<file path="config.mk">
export PLATFORM = sky130hd
export DESIGN_NAME = adder_bist_ctrl_flat
export DESIGN_NICKNAME = d
export VERILOG_FILES = /design/src/rtl/adder_bist_if.sv /design/src/rtl/adder_bist_ctrl.sv /design/src/flat_wrapper.sv
export SDC_FILE = /design/constraint.sdc
export NUM_CORES = 1
export LEC_CHECK = 0
export BUFFER_PORTS_ARGS = -buffer_cell sky130_fd_sc_hd__buf_4
export CAP_MARGIN = 20
export CORE_MARGIN = 4
export CORE_UTILIZATION = 50
export DETAILED_ROUTE_END_ITERATION = 10
export GPL_TIMING_DRIVEN = 0
export PLACE_DENSITY = 0.74
export SYNTH_ARGS = -nofsm -noshare
export SYNTH_HDL_FRONTEND = slang
export SYNTH_SLANG_ARGS = --single-unit
</file>
<file path="constraint.sdc">
create_clock -name clk -period 2.06 [get_ports clk]
set_input_delay 0.618 -clock clk [delete_from_list [all_inputs] [get_ports clk]]
set_output_delay 0.618 -clock clk [all_outputs]
set_load 0.05 [all_outputs]
</file>
<file path="src/rtl/adder_bist_if.sv">
// adder_bist_if: connection between the BIST controller and the adder under test.
//   a_o, b_o, cin_o : operands driven by the controller (master)
//   sum_i, cout_i   : result returned by the adder (slave)
// The signal names are written from the controller's point of view.
interface adder_bist_if #(
  parameter int WIDTH = 1
);
  logic [WIDTH-1:0] a_o;
  logic [WIDTH-1:0] b_o;
  logic             cin_o;
  logic [WIDTH-1:0] sum_i;
  logic             cout_i;

  modport master (output a_o, b_o, cin_o, input sum_i, cout_i);
  modport slave  (input a_o, b_o, cin_o, output sum_i, cout_i);
endinterface

</file>
<file path="src/rtl/adder_bist_ctrl.sv">
// adder_bist_ctrl: self-test controller for a WIDTH-bit ripple adder.
// It walks every {a,b,cin} vector V (2*WIDTH+1 bits) into the adder, holds
// each vector for SETTLE cycles, then spends one CHECK cycle comparing
// {cout,sum} against a+b+cin. Mismatches are counted in a saturating
// counter, and the first failing V is latched. The end of a run is
// signalled by a 1-cycle done pulse together with pass.
//
// Ports
//   clk, rst_n     clock, asynchronous active-low reset
//   start          run request, accepted in IDLE only
//   adder          adder_bist_if.master: a_o/b_o/cin_o out, sum_i/cout_i in
//   busy           high during APPLY/CHECK of the run
//   done           1-cycle pulse when the run completes
//   pass           last run had zero mismatches
//   err_cnt        saturating mismatch count
//   first_fail_vec V of the first mismatch (meaningful when err_cnt != 0)
//   fi_i           (ADDER_BIST_FAULT_INJ_EN only) inverts expected bit 0
//                  during CHECK, so that the checker can be tested
//
// Optional feature: define ADDER_BIST_FAULT_INJ_EN to add the fi_i port.
module adder_bist_ctrl #(
  parameter int WIDTH     = 1,
  parameter int SETTLE    = 1,
  parameter int ERR_CNT_W = 8
) (
  input  logic                 clk,
  input  logic                 rst_n,
  input  logic                 start,
`ifdef ADDER_BIST_FAULT_INJ_EN
  input  logic                 fi_i,
`endif
  adder_bist_if.master         adder,
  output logic                 busy,
  output logic                 done,
  output logic                 pass,
  output logic [ERR_CNT_W-1:0] err_cnt,
  output logic [2*WIDTH:0]     first_fail_vec
);

  localparam int VW    = 2*WIDTH + 1;
  localparam int CNT_W = (SETTLE > 1) ? $clog2(SETTLE) : 1;

  typedef enum logic [1:0] {IDLE, APPLY, CHECK, DONE} state_e;

  state_e               state_q, state_d;
  logic [VW-1:0]        vec_q, vec_d;
  logic [VW-1:0]        drv_q, drv_d;      // registered vector on the adder pins
  logic [CNT_W-1:0]     settle_q, settle_d;
  logic [ERR_CNT_W-1:0] err_q, err_d;
  logic [VW-1:0]        ffv_q, ffv_d;
  logic                 pass_q, pass_d;

  logic [WIDTH:0]       exp_sum;
  logic [WIDTH:0]       exp_chk;
  logic                 mismatch;
  logic                 last_vec;

  // State register
  always_ff @(posedge clk or negedge rst_n) begin
    if (!rst_n) state_q <= IDLE;
    else        state_q <= state_d;
  end

  // Next-state logic
  always_comb begin
    state_d = state_q;
    case (state_q)
      IDLE:    if (start) state_d = APPLY;
      APPLY:   if (settle_q == CNT_W'(SETTLE-1)) state_d = CHECK;
      CHECK:   state_d = last_vec ? DONE : APPLY;
      DONE:    state_d = IDLE;
      default: state_d = IDLE;
    endcase
  end

  // Outputs decoded from state
  always_comb begin
    busy = 1'b0;
    done = 1'b0;
    case (state_q)
      APPLY, CHECK: busy = 1'b1;
      DONE:         done = 1'b1;
      default:      ;
    endcase
  end

  // The golden value is full width (WIDTH+1 bits), so the carry is checked too.
  assign exp_sum = {1'b0, vec_q[VW-1:WIDTH+1]} + {1'b0, vec_q[WIDTH:1]}
                 + {{WIDTH{1'b0}}, vec_q[0]};
`ifdef ADDER_BIST_FAULT_INJ_EN
  assign exp_chk = exp_sum ^ {{WIDTH{1'b0}}, fi_i};
`else
  assign exp_chk = exp_sum;
`endif
  // Case inequality, so an X or Z from the adder counts as a failure.
  assign mismatch = ({adder.cout_i, adder.sum_i} !== exp_chk);
  assign last_vec = (vec_q == {VW{1'b1}});

  // Datapath next-state logic
  always_comb begin
    vec_d    = vec_q;
    drv_d    = drv_q;
    settle_d = settle_q;
    err_d    = err_q;
    ffv_d    = ffv_q;
    pass_d   = pass_q;
    case (state_q)
      IDLE: if (start) begin
        vec_d    = '0;
        drv_d    = '0;
        settle_d = '0;
        err_d    = '0;
        ffv_d    = '0;
        pass_d   = 1'b0;
      end
      APPLY: begin
        if (settle_q == CNT_W'(SETTLE-1)) settle_d = '0;
        else                              settle_d = settle_q + 1'b1;
      end
      CHECK: begin
        if (mismatch) begin
          if (err_q != {ERR_CNT_W{1'b1}}) err_d = err_q + 1'b1;
          if (err_q == '0)                ffv_d = vec_q;
        end
        if (last_vec) begin
          drv_d  = '0;
          // pass is settled on entry to DONE, so it is valid together with done.
          pass_d = (err_q == '0) && !mismatch;
        end else begin
          vec_d = vec_q + 1'b1;
          drv_d = vec_q + 1'b1;
        end
      end
      default: ;
    endcase
  end

  always_ff @(posedge clk or negedge rst_n) begin
    if (!rst_n) begin
      vec_q    <= '0;
      drv_q    <= '0;
      settle_q <= '0;
      err_q    <= '0;
      ffv_q    <= '0;
      pass_q   <= 1'b0;
    end else begin
      vec_q    <= vec_d;
      drv_q    <= drv_d;
      settle_q <= settle_d;
      err_q    <= err_d;
      ffv_q    <= ffv_d;
      pass_q   <= pass_d;
    end
  end

  assign adder.a_o      = drv_q[VW-1:WIDTH+1];
  assign adder.b_o      = drv_q[WIDTH:1];
  assign adder.cin_o    = drv_q[0];
  assign err_cnt        = err_q;
  assign first_fail_vec = ffv_q;
  assign pass           = pass_q;

endmodule

</file>
<file path="src/flat_wrapper.sv">
// flat-port wrapper written by rule: the top's interface ports become plain ports
module adder_bist_ctrl_flat 
#(
  parameter int WIDTH     = 1,
  parameter int SETTLE    = 1,
  parameter int ERR_CNT_W = 8
)
  (clk, rst_n, start, busy, done, pass, err_cnt, first_fail_vec, adder_a_o, adder_b_o, adder_cin_o, adder_sum_i, adder_cout_i);
  adder_bist_if #(.WIDTH(WIDTH)) adder_i ();
  input  logic clk;
  input  logic rst_n;
  input  logic start;
  output logic busy;
  output logic done;
  output logic pass;
  output logic [ERR_CNT_W-1:0] err_cnt;
  output logic [2*WIDTH:0] first_fail_vec;
  output wire logic [$bits(adder_i.a_o)-1:0] adder_a_o;
  output wire logic [$bits(adder_i.b_o)-1:0] adder_b_o;
  output wire logic [$bits(adder_i.cin_o)-1:0] adder_cin_o;
  input wire logic [$bits(adder_i.sum_i)-1:0] adder_sum_i;
  input wire logic [$bits(adder_i.cout_i)-1:0] adder_cout_i;
  assign adder_a_o = adder_i.a_o;
  assign adder_b_o = adder_i.b_o;
  assign adder_cin_o = adder_i.cin_o;
  assign adder_i.sum_i = adder_sum_i;
  assign adder_i.cout_i = adder_cout_i;
  adder_bist_ctrl #(.WIDTH(WIDTH), .SETTLE(SETTLE), .ERR_CNT_W(ERR_CNT_W)) u_core (.clk(clk), .rst_n(rst_n), .start(start), .adder(adder_i), .busy(busy), .done(done), .pass(pass), .err_cnt(err_cnt), .first_fail_vec(first_fail_vec));
endmodule
</file>
**Word level (Yosys, flattened, before mapping)**

Cells that the tools add are included.

- Equal/unequal tests: 13
- Multiplexer cells: 23
- Add/sub/neg operators: 5
- Reduce and logical (&&, ||, !) cells: 14

Operator list:

| kind | number |
|---|---|
| 8-bit 2-to-1 mux | 3 |
| 3-bit case mux with 2 select lines | 3 |
| 8-bit case mux with 2 select lines | 1 |
| 3-bit 2-to-1 mux | 5 |
| 8-bit by 1-bit adder with 8-bit output, second input constant | 1 |
| 8-bit zero test | 1 |
| 2-bit by 1-bit != test with 1-bit output, second input constant | 4 |
| 8-bit != test, second input constant | 1 |
| 2-bit case mux with 4 select lines | 1 |
| 4-bit AND reduction | 2 |
| 2-bit 2-to-1 mux | 3 |
| 2-bit != test, second input constant | 3 |
| 2-bit AND reduction | 3 |
| 3-bit AND reduction | 2 |
| 1-bit 2-to-1 mux | 5 |
| 2-bit == test, second input constant | 2 |
| 1-bit case mux with 2 select lines | 2 |
| 2-bit nonzero test | 2 |
| 3-bit by 1-bit adder with 3-bit output, second input constant | 1 |
| 3-bit == test, second input constant | 1 |
| 1-bit by 1-bit adder with 2-bit output | 1 |
| 2-bit by 1-bit adder with 2-bit output | 1 |
| 2-bit by 1-bit == test with 1-bit output, second input constant | 1 |
| 2-bit zero test | 1 |
| other kinds (5) | 5 |

- Output and inout bits: 17
- Flip-flop bits (word level): 21
- Input port bits: 5

**Depth between registers and ports, before layout**

Gate-level depths: netlist (run 1).

- Depth in word-level cells: 7
- Mapped depth: 8
- Gate-level depth less buffers: 6

**Worst setup path before layout (run 1)**

Ideal clock, no wire load.

- Kind: register to register
- From: reg u_core.err_q[1] (netlist: u_core.err_cnt[1])
- To: reg u_core.err_q[4] (netlist: u_core.err_cnt[4])
- Buffers on the path: 1
- Arrival: 1780 ps
- Data required time: 1920 ps
- Setup slack: 140 ps
- Cell stages (with the launch flop): 7
- Period minus slack after synthesis: 1920 ps
- Cell sequence: dfrtp_1 ha_1 nand3_4 o31ai_4 or2_1 buf_6 o311ai_2

- Word-level cells in the longest chain between the ends: 4
- Elaborated cells between the ends (all ways): 7
- Those cells by class: add/sub: 1; eq/ne: 2; mux: 3; reduce/logical: 1

RTL lines:

| item | RTL line | RTL |
|---|---|---|
| start: declaration | adder_bist_ctrl.sv:49 | `logic [ERR_CNT_W-1:0] err_q, err_d;` |
| start signal: assignment | adder_bist_ctrl.sv:150 | `err_q <= err_d;` |
| 8-bit by 1-bit adder with 8-bit output | adder_bist_ctrl.sv:122 | `if (err_q != {ERR_CNT_W{1'b1}}) err_d = err_q + 1'b1;` |
| 8-bit 2-to-1 mux | adder_bist_ctrl.sv:122 |  |
| 8-bit 2-to-1 mux | adder_bist_ctrl.sv:121 | `if (mismatch) begin` |
| 8-bit case mux with 2 select lines | adder_bist_ctrl.sv:107 | `case (state_q)` |

Parallel ways exist; a longest one is shown, timed or not. The select of a mux whose other input is x is not followed.
A chain may end at the register's enable or synchronous reset.

**Worst setup path in the final report (run 1)**

- From: reg u_core.vec_q[1]
- To: reg u_core.err_q[2] (netlist: u_core.err_cnt[2])

- Word-level cells in the longest chain between the ends: 5

RTL lines:

| item | RTL line | RTL |
|---|---|---|
| start: declaration | adder_bist_ctrl.sv:46 | `logic [VW-1:0] vec_q, vec_d;` |
| start signal: assignment | adder_bist_ctrl.sv:147 | `vec_q <= vec_d;` |
| 1-bit by 1-bit adder with 2-bit output | adder_bist_ctrl.sv:88 | `assign exp_sum = {1'b0, vec_q[VW-1:WIDTH+1]} + {1'b0, vec_q[WIDTH:1]}` |
| 2-bit by 1-bit adder with 2-bit output | adder_bist_ctrl.sv:89 | `+ {{WIDTH{1'b0}}, vec_q[0]};` |
| 2-bit case inequality test | adder_bist_ctrl.sv:96 | `assign mismatch = ({adder.cout_i, adder.sum_i} !== exp_chk);` |
| 2-bit by 1-bit != test with 1-bit output (no source line) | -- |  |
| 4-bit AND reduction (no source line) | -- |  |

Every way passes these cells.

==> impl_metrics.py, run 1 <==
metrics = {
    "floorplanning": {
        "dieArea_um2": 3352,
        "start_util_pct": 54.19,
        "pin_count": 22,
        "num_rows": 17,
        "dieHeight_um": 57.90,
        "coreArea_um2": 2297,
        "die_w_um": 57.90,
    },
    "yosys": {
        "ys_ff_latch": 20,
        "synth.most_common_cell": "dfrtp_1",
        "yosysTopAreaCellShare_pct": 40.20,
        "syn_area_um2": 1245,
        "synth_xor_area_share_pct": 1.407,
        "synthSimpleGateAreaFrac_pct": 17.59,
        "netlist_instances": 121,
        "synth_top_family_by_area": "compound AO/OA/AOI/OAI gates",
        "synth_compound_area_share_pct": 21.81,
        "synth.area.top_cells": "dfrtp_1 (40%), ha_1 (8.0%), o21ai_0 (6.0%), nand2_1 (5.1%), o221ai_2 (3.6%)",
        "synth_top_area_cell": "dfrtp_1",
        "ys_async_sr_fraction_pct": 100.0,
        "ys_seq_area_share_pct": 40.20,
        "synth_commonest_cells": "dfrtp_1 (20), nand2_1 (17), o21ai_0 (15), ha_1 (8), inv_1 (8)",
        "ys_warn_count": 0,
        "synth_cell_type_count": 39,
        "synth_nets": 135,
        "synthMuxAreaShare_pct": 4.422,
        "synth_edf_count": 0,
        "ys.flop_type": "dfrtp_1",
        "syn_area_per_cell_um2": 10.29,
        "synthAdderAreaFrac_pct": 9.648,
    },
    "sta": {
        "slew_headroom_pct": 69.39,
        "hold_viol": 0,
        "tightest_slew_ns": 0.4592,
        "fin_hold_ws_ns": 0.1733,
        "max_freq_ghz": 0.5010,
        "timing.final.max_slew_violations": 0,
        "setup_viol": 0,
        "fin_tns_setup_ns": 0,
        "setup_ws_ns": 0.06400,
        "skew_ns": 0.01023,
        "post-route-min-period_ns": 1.996,
        "period_share_pct": 96.89,
        "rsz0062_at_grt": "false",
    },
    "cts": {
        "htree_levels": 1,
        "numCtsBuffers": 3,
        "clock_path_buffers": 2,
        "cts_tree": "done",
        "clock-sinks": 20,
        "clock_latency_ns": 0.30,
        "hold_buffers": 0,
        "cts_root_buf": "clkbuf_4",
        "clkTransAtPathRegs_ns": 0.11,
    },
    "global_routing": {
        "grt_pass1_wl_um": 4754,
        "grt_use_total_pct": 18.23,
        "antenna_found_initial": 0,
        "grt_start_max_net_pins": 21,
        "grt_overflow": 0,
        "grt_pass1_vias": 1005,
    },
    "setup_path": {
        "critical_path_arrival_ns": 2.17,
        "critPathMaxFanout": 8,
        "cpMaxStageDelayCell": "fa_1",
        "crit_top_cell": "buf_4",
        "endpoint_kind": "flip-flop",
        "critPathMaxStageDelay_ns": 0.55,
        "rr_worst_depth": 7,
        "worstPathRequired_ns": 2.24,
        "rr_startpoint": "u_core.vec_q[1]",
        "r2r_end": "u_core.err_cnt[2]",
        "crit_type": "flip-flop to flip-flop",
        "worstPathCellList": "fa_1 > xor2_1 > nor3_2 > buf_4 > buf_4 > o21ai_0 > o211ai_2",
        "reg2reg_slack_ns": 0.06,
        "startpoint_type": "flip-flop",
    },
    "place": {
        "io_buffers": 21,
        "place_hpwl_um": 1913,
        "dp.cells": 170,
        "place_area_um2": 1438,
        "place_ws_ns": 0.008899,
        "place.gp.congestion": 0.8136,
    },
    "power_and_ir_drop": {
        "clkPwrFrac_pct": 6.9,
        "swShare_pct": 52.92,
        "finalPower_mw": 2.655,
        "power.leakage_nw": 0.7010,
        "power_frac_comb_pct": 65.4,
        "power_frac_seq_pct": 27.6,
        "switching_power_mw": 1.405,
        "p_int_mw": 1.250,
        "powerDensity_nw_per_um2": 1752,
        "irDropWorstVdd_v": 0.001108,
    },
    "route": {
        "wire_per_inst_um": 14.80,
        "ant_nets": 0,
        "firstDrtPassIters": 4,
        "wl_um": 2619,
        "drc": 0,
        "dr.first_iter.drc_count": 32,
        "via_count": 1017,
        "via_per_inst": 5.746,
    },
    "layout": {
        "num_antenna_cells": 0,
        "ff_latch_area_um2": 503.0,
        "multiInputGateArea_um2": 703.2,
        "utilization_pct": 65.96,
        "fillers": 203,
        "synthToLayoutAreaGrowth_pct": 21.71,
        "drive_gt1_share_pct": 31.54,
        "num-nets-final": 165,
        "stdcell_count": 177,
        "finish.instance_area_um2": 1515,
    },
    "status": {
        "outcome": "completed",
    },
    "job": {
        "drv_cap": 0,
    },
    "worst_hold_path": {
        "min_path_type": "input pin to async pin",
    },
}
==> registers in the layout, summed over array words and instances, names as in the netlist <==
name,cells
u_core.pass,1
u_core.state_q,2
u_core.first_fail_vec,3
u_core.err_cnt,8
u_core.vec_q,3
u_core.drv_q,3
==> power by group through the flow <==
stage / logic, mW / registers, mW / clock network [mW]
6_report: 1.74 / 0.734 / 0.184
3_5_place_dp: 1.64 / 0.741 / 0
2_1_floorplan: 0.879 / 1.08 / 0
3_3_place_gp: 1.62 / 0.728 / 0
4_1_cts: 1.65 / 0.733 / 0.189
5_1_grt: 1.88 / 0.768 / 0.214
==> layout make-up <==
type / count / area share [%]
multi-input cells: 88 / 46.41
repair buffers: 25 / 12.39
flip-flops and latches: 20 / 33.20
plain buffers: 5 / 2.230
clock buffers: 3 / 1.486
inverters: 8 / 1.982
well taps: 28 / 2.312
==> kinds of logic after synthesis <==
kind of cell,Yosys count
fa+ha+maj,9
simple gates,38
flops,20
buf+inv,13
mux,5
compound gates,34
xor+xnor,2
==> timing repair <==
| item | CTS | global route |
|---|---|---|
| setup endpoints to repair | 1 | 4 |
| gates resized for setup | 1 | 7 |
| setup buffers | 0 | 4 |
| pin swaps | 0 | 3 |
==> placed cells by master (no fill, tap or decap), types with 2 or more instances in the layout <==
cell,n
buf_4,27
dfrtp_1,18
nand2_1,17
o21ai_0,15
inv_1,8
ha_1,8
nand3b_1,5
mux2i_1,3
o221ai_2,3
clkbuf_4,3
xor2_1,2
nand3_1,2
clkbuf_1,2
o21ai_1,2
a32o_1,2
and3_1,2
o211ai_2,2
a22o_1,2
dfrtp_2,2
==> critical path: cells and delay by family (launching register included) <==
| family | cells | cell delay, ns |
|---|---|---|
| AO/OA/AOI/OAI | 2 | 0.33 |
| XOR/XNOR | 1 | 0.18 |
| adder cells (fa/ha/maj) | 1 | 0.55 |
| buffers and inverters | 2 | 0.30 |
| flip-flops | 1 | 0.45 |
| AND/OR/NAND/NOR | 1 | 0.06 |
==> per-layer routing <==
layer,global-route usage (%),share of wire [%]
met3,2.673,3.7
met1,25.70,49
met4,6.291,1.2
met2,28.55,46
met5,0,0
==> worst max-delay path by stage <==
stage	start	endpoint	slack, ns
4_1_cts	u_core.vec_q[0]	u_core.first_fail_vec[0]	0.002
3_5_place_dp	u_core.vec_q[0]	u_core.first_fail_vec[0]	0.009
2_1_floorplan	u_core.err_cnt[1]	u_core.err_cnt[4]	0.14
5_1_grt	u_core.vec_q[1]	u_core.err_cnt[2]	0.004
3_3_place_gp	u_core.vec_q[0]	u_core.first_fail_vec[1]	0.05
6_report	u_core.vec_q[1]	u_core.err_cnt[2]	0.06
Note: power is estimated with default switching activity, not from simulation.
==> inputs of run 2 (changes only) <==
--- a/config.mk
+++ b/config.mk
@@ -7,10 +7,11 @@
 export LEC_CHECK = 0
 export BUFFER_PORTS_ARGS = -buffer_cell sky130_fd_sc_hd__buf_4
 export CAP_MARGIN = 20
-export CORE_MARGIN = 4
+export CORE_MARGIN = 10
 export CORE_UTILIZATION = 50
 export DETAILED_ROUTE_END_ITERATION = 10
 export GPL_TIMING_DRIVEN = 0
+export MAX_ROUTING_LAYER = met4
 export PLACE_DENSITY = 0.74
 export SYNTH_ARGS = -nofsm -noshare
 export SYNTH_HDL_FRONTEND = slang
==> run 2 against run 1 <==
  * First-iteration DRC count up 63%
  * Combinational power up 3%
  * Setup slack better by 0.0098 ns
  * Maximum frequency up 0.49%
  * Highest routed layer unchanged
==> impl_metrics.py, run 2 (synthesis gave the netlist of run 1 again) <==
metrics = {
    "setup_path": {
        "critPathMaxFanout": 8,
        "critPathMaxStageDelay_ns": 0.58,
        "reg2reg_slack_ns": 0.07,
        "cpMaxStageDelayCell": "fa_1",
        "critical_path_arrival_ns": 2.20,
        "startpoint_type": "flip-flop",
        "worstPathCellList": "fa_1 > xor2_2 > nor3_2 > or2_1 > buf_6 > o311ai_4",
        "endpoint_kind": "flip-flop",
        "worstPathRequired_ns": 2.28,
        "crit_type": "flip-flop to flip-flop",
    },
    "sta": {
        "timing.final.max_slew_violations": 0,
        "tightest_slew_ns": 0.4791,
        "skew_ns": 0.007385,
        "period_share_pct": 96.42,
        "post-route-min-period_ns": 1.986,
        "fin_hold_ws_ns": 0.1763,
        "max_freq_ghz": 0.5035,
        "fin_tns_setup_ns": 0,
        "setup_viol": 0,
        "slew_headroom_pct": 68.06,
        "rsz0062_at_grt": "true",
        "setup_ws_ns": 0.07377,
        "hold_viol": 0,
    },
    "route": {
        "ant_nets": 0,
        "via_count": 1036,
        "wl_um": 2909,
        "via_per_inst": 5.756,
        "wire_per_inst_um": 16.16,
        "dr.first_iter.drc_count": 52,
        "firstDrtPassIters": 4,
        "drc": 0,
    },
    "place": {
        "dp.cells": 172,
        "place_ws_ns": 0.01090,
        "io_buffers": 21,
        "place_area_um2": 1440,
        "place_hpwl_um": 2089,
        "place.gp.congestion": 0.7811,
    },
    "cts": {
        "hold_buffers": 0,
        "clkTransAtPathRegs_ns": 0.12,
        "htree_levels": 1,
        "clock_path_buffers": 2,
        "clock_latency_ns": 0.30,
        "clock-sinks": 20,
        "cts_root_buf": "clkbuf_4",
        "numCtsBuffers": 3,
        "cts_tree": "done",
    },
    "global_routing": {
        "grt_use_total_pct": 11.83,
        "grt_pass1_wl_um": 4885,
        "met2_usage_pct": 19.23,
        "use_met3_pct": 3.107,
        "antenna_found_initial": 0,
        "grt_pass1_vias": 1069,
        "busiest_layer": "met2",
        "grt_start_max_net_pins": 21,
        "grt_overflow": 0,
        "grt_use_met1_pct": 14.18,
    },
    "floorplanning": {
        "dieHeight_um": 69.90,
        "pin_count": 22,
        "dieArea_um2": 4886,
        "start_util_pct": 51.18,
        "die_w_um": 69.90,
        "num_rows": 18,
        "coreArea_um2": 2432,
    },
    "power_and_ir_drop": {
        "swShare_pct": 52.77,
        "power_frac_comb_pct": 65.4,
        "irDropWorstVdd_v": 0.001276,
        "powerDensity_nw_per_um2": 1780,
        "switching_power_mw": 1.449,
        "finalPower_mw": 2.746,
        "p_int_mw": 1.297,
        "power_frac_seq_pct": 26.3,
        "power.leakage_nw": 0.7370,
        "clkPwrFrac_pct": 8.4,
    },
    "layout": {
        "num-nets-final": 165,
        "num_antenna_cells": 0,
        "layout_common_cells": "buf_4 (26), dfrtp_1 (18), nand2_1 (17)",
        "largest_reg_flops": 8,
        "stdcell_count": 180,
        "final_common_cell": "buf_4",
        "drive_gt1_share_pct": 32.00,
        "finish.instance_area_um2": 1543,
        "utilization_pct": 63.43,
        "fillers": 199,
        "synthToLayoutAreaGrowth_pct": 23.92,
    },
    "job": {
        "drv_cap": 0,
    },
    "status": {
        "outcome": "completed",
    },
    "worst_hold_path": {
        "min_path_type": "input pin to async pin",
    },
}
run 2: cell type report:
type / instances / area (um^2) / share of cell area, %
Multi-Input combinational cell: 88 / 716.9 / 46.47
Timing Repair Buffer: 25 / 185.2 / 12.00
Sequential cell: 20 / 503.0 / 32.60
Clock buffer: 4 / 36.28 / 2.352
Inverter: 8 / 30.03 / 1.946
Buffer: 5 / 33.78 / 2.190
Tap cell: 30 / 37.54 / 2.433
run 2: final timing paths:
check / startpoint / to / cells after the start
min reg2reg: u_core.drv_q[0] / u_core.drv_q[0] / 2
max: u_core.vec_q[1] / u_core.err_cnt[4] / 6
max reg2reg: u_core.vec_q[1] / u_core.err_cnt[4] / 6
min: rst_n / u_core.err_cnt[2] / 1
min in group clk: u_core.drv_q[0] / u_core.drv_q[0] / 2
max in group asynchronous: rst_n / u_core.vec_q[1] / 1
run 2: critical path: cells and delay by family (launching register included):
kind,cells,cell delay (ns)
adder cells (fa/ha/maj),1,0.58
flip-flops,1,0.45
AND/OR/NAND/NOR,2,0.32
AO/OA/AOI/OAI,1,0.25
XOR/XNOR,1,0.16
buffers and inverters,1,0.15
run 2: timing repair:
| item | in CTS | in global routing |
|---|---|---|
| gates resized for setup | 1 | 11 |
| setup buffers | 1 | 2 |
| endpoints found under the setup margin | 2 | 4 |
| pin swaps | 0 | 4 |
| cloned | 0 | 1 |
run 2: power groups by stage:
stage	clock network [mW]	logic, mW	registers (mW)
2_1_floorplan	0	0.879	1.08
3_3_place_gp	0	1.63	0.727
3_5_place_dp	0	1.66	0.739
4_1_cts	0.236	1.69	0.720
5_1_grt	0.258	1.95	0.752
6_report	0.230	1.80	0.721
run 2: metal layers:
layer / routed length, um / share of wire, % / vias up
met5: 0 / 0 / -
met4: 19 / 0.65 / 0
met3: 151 / 5.2 / 4
met2: 1433 / 49 / 26
met1: 1305 / 45 / 512
li1: - / - / 494
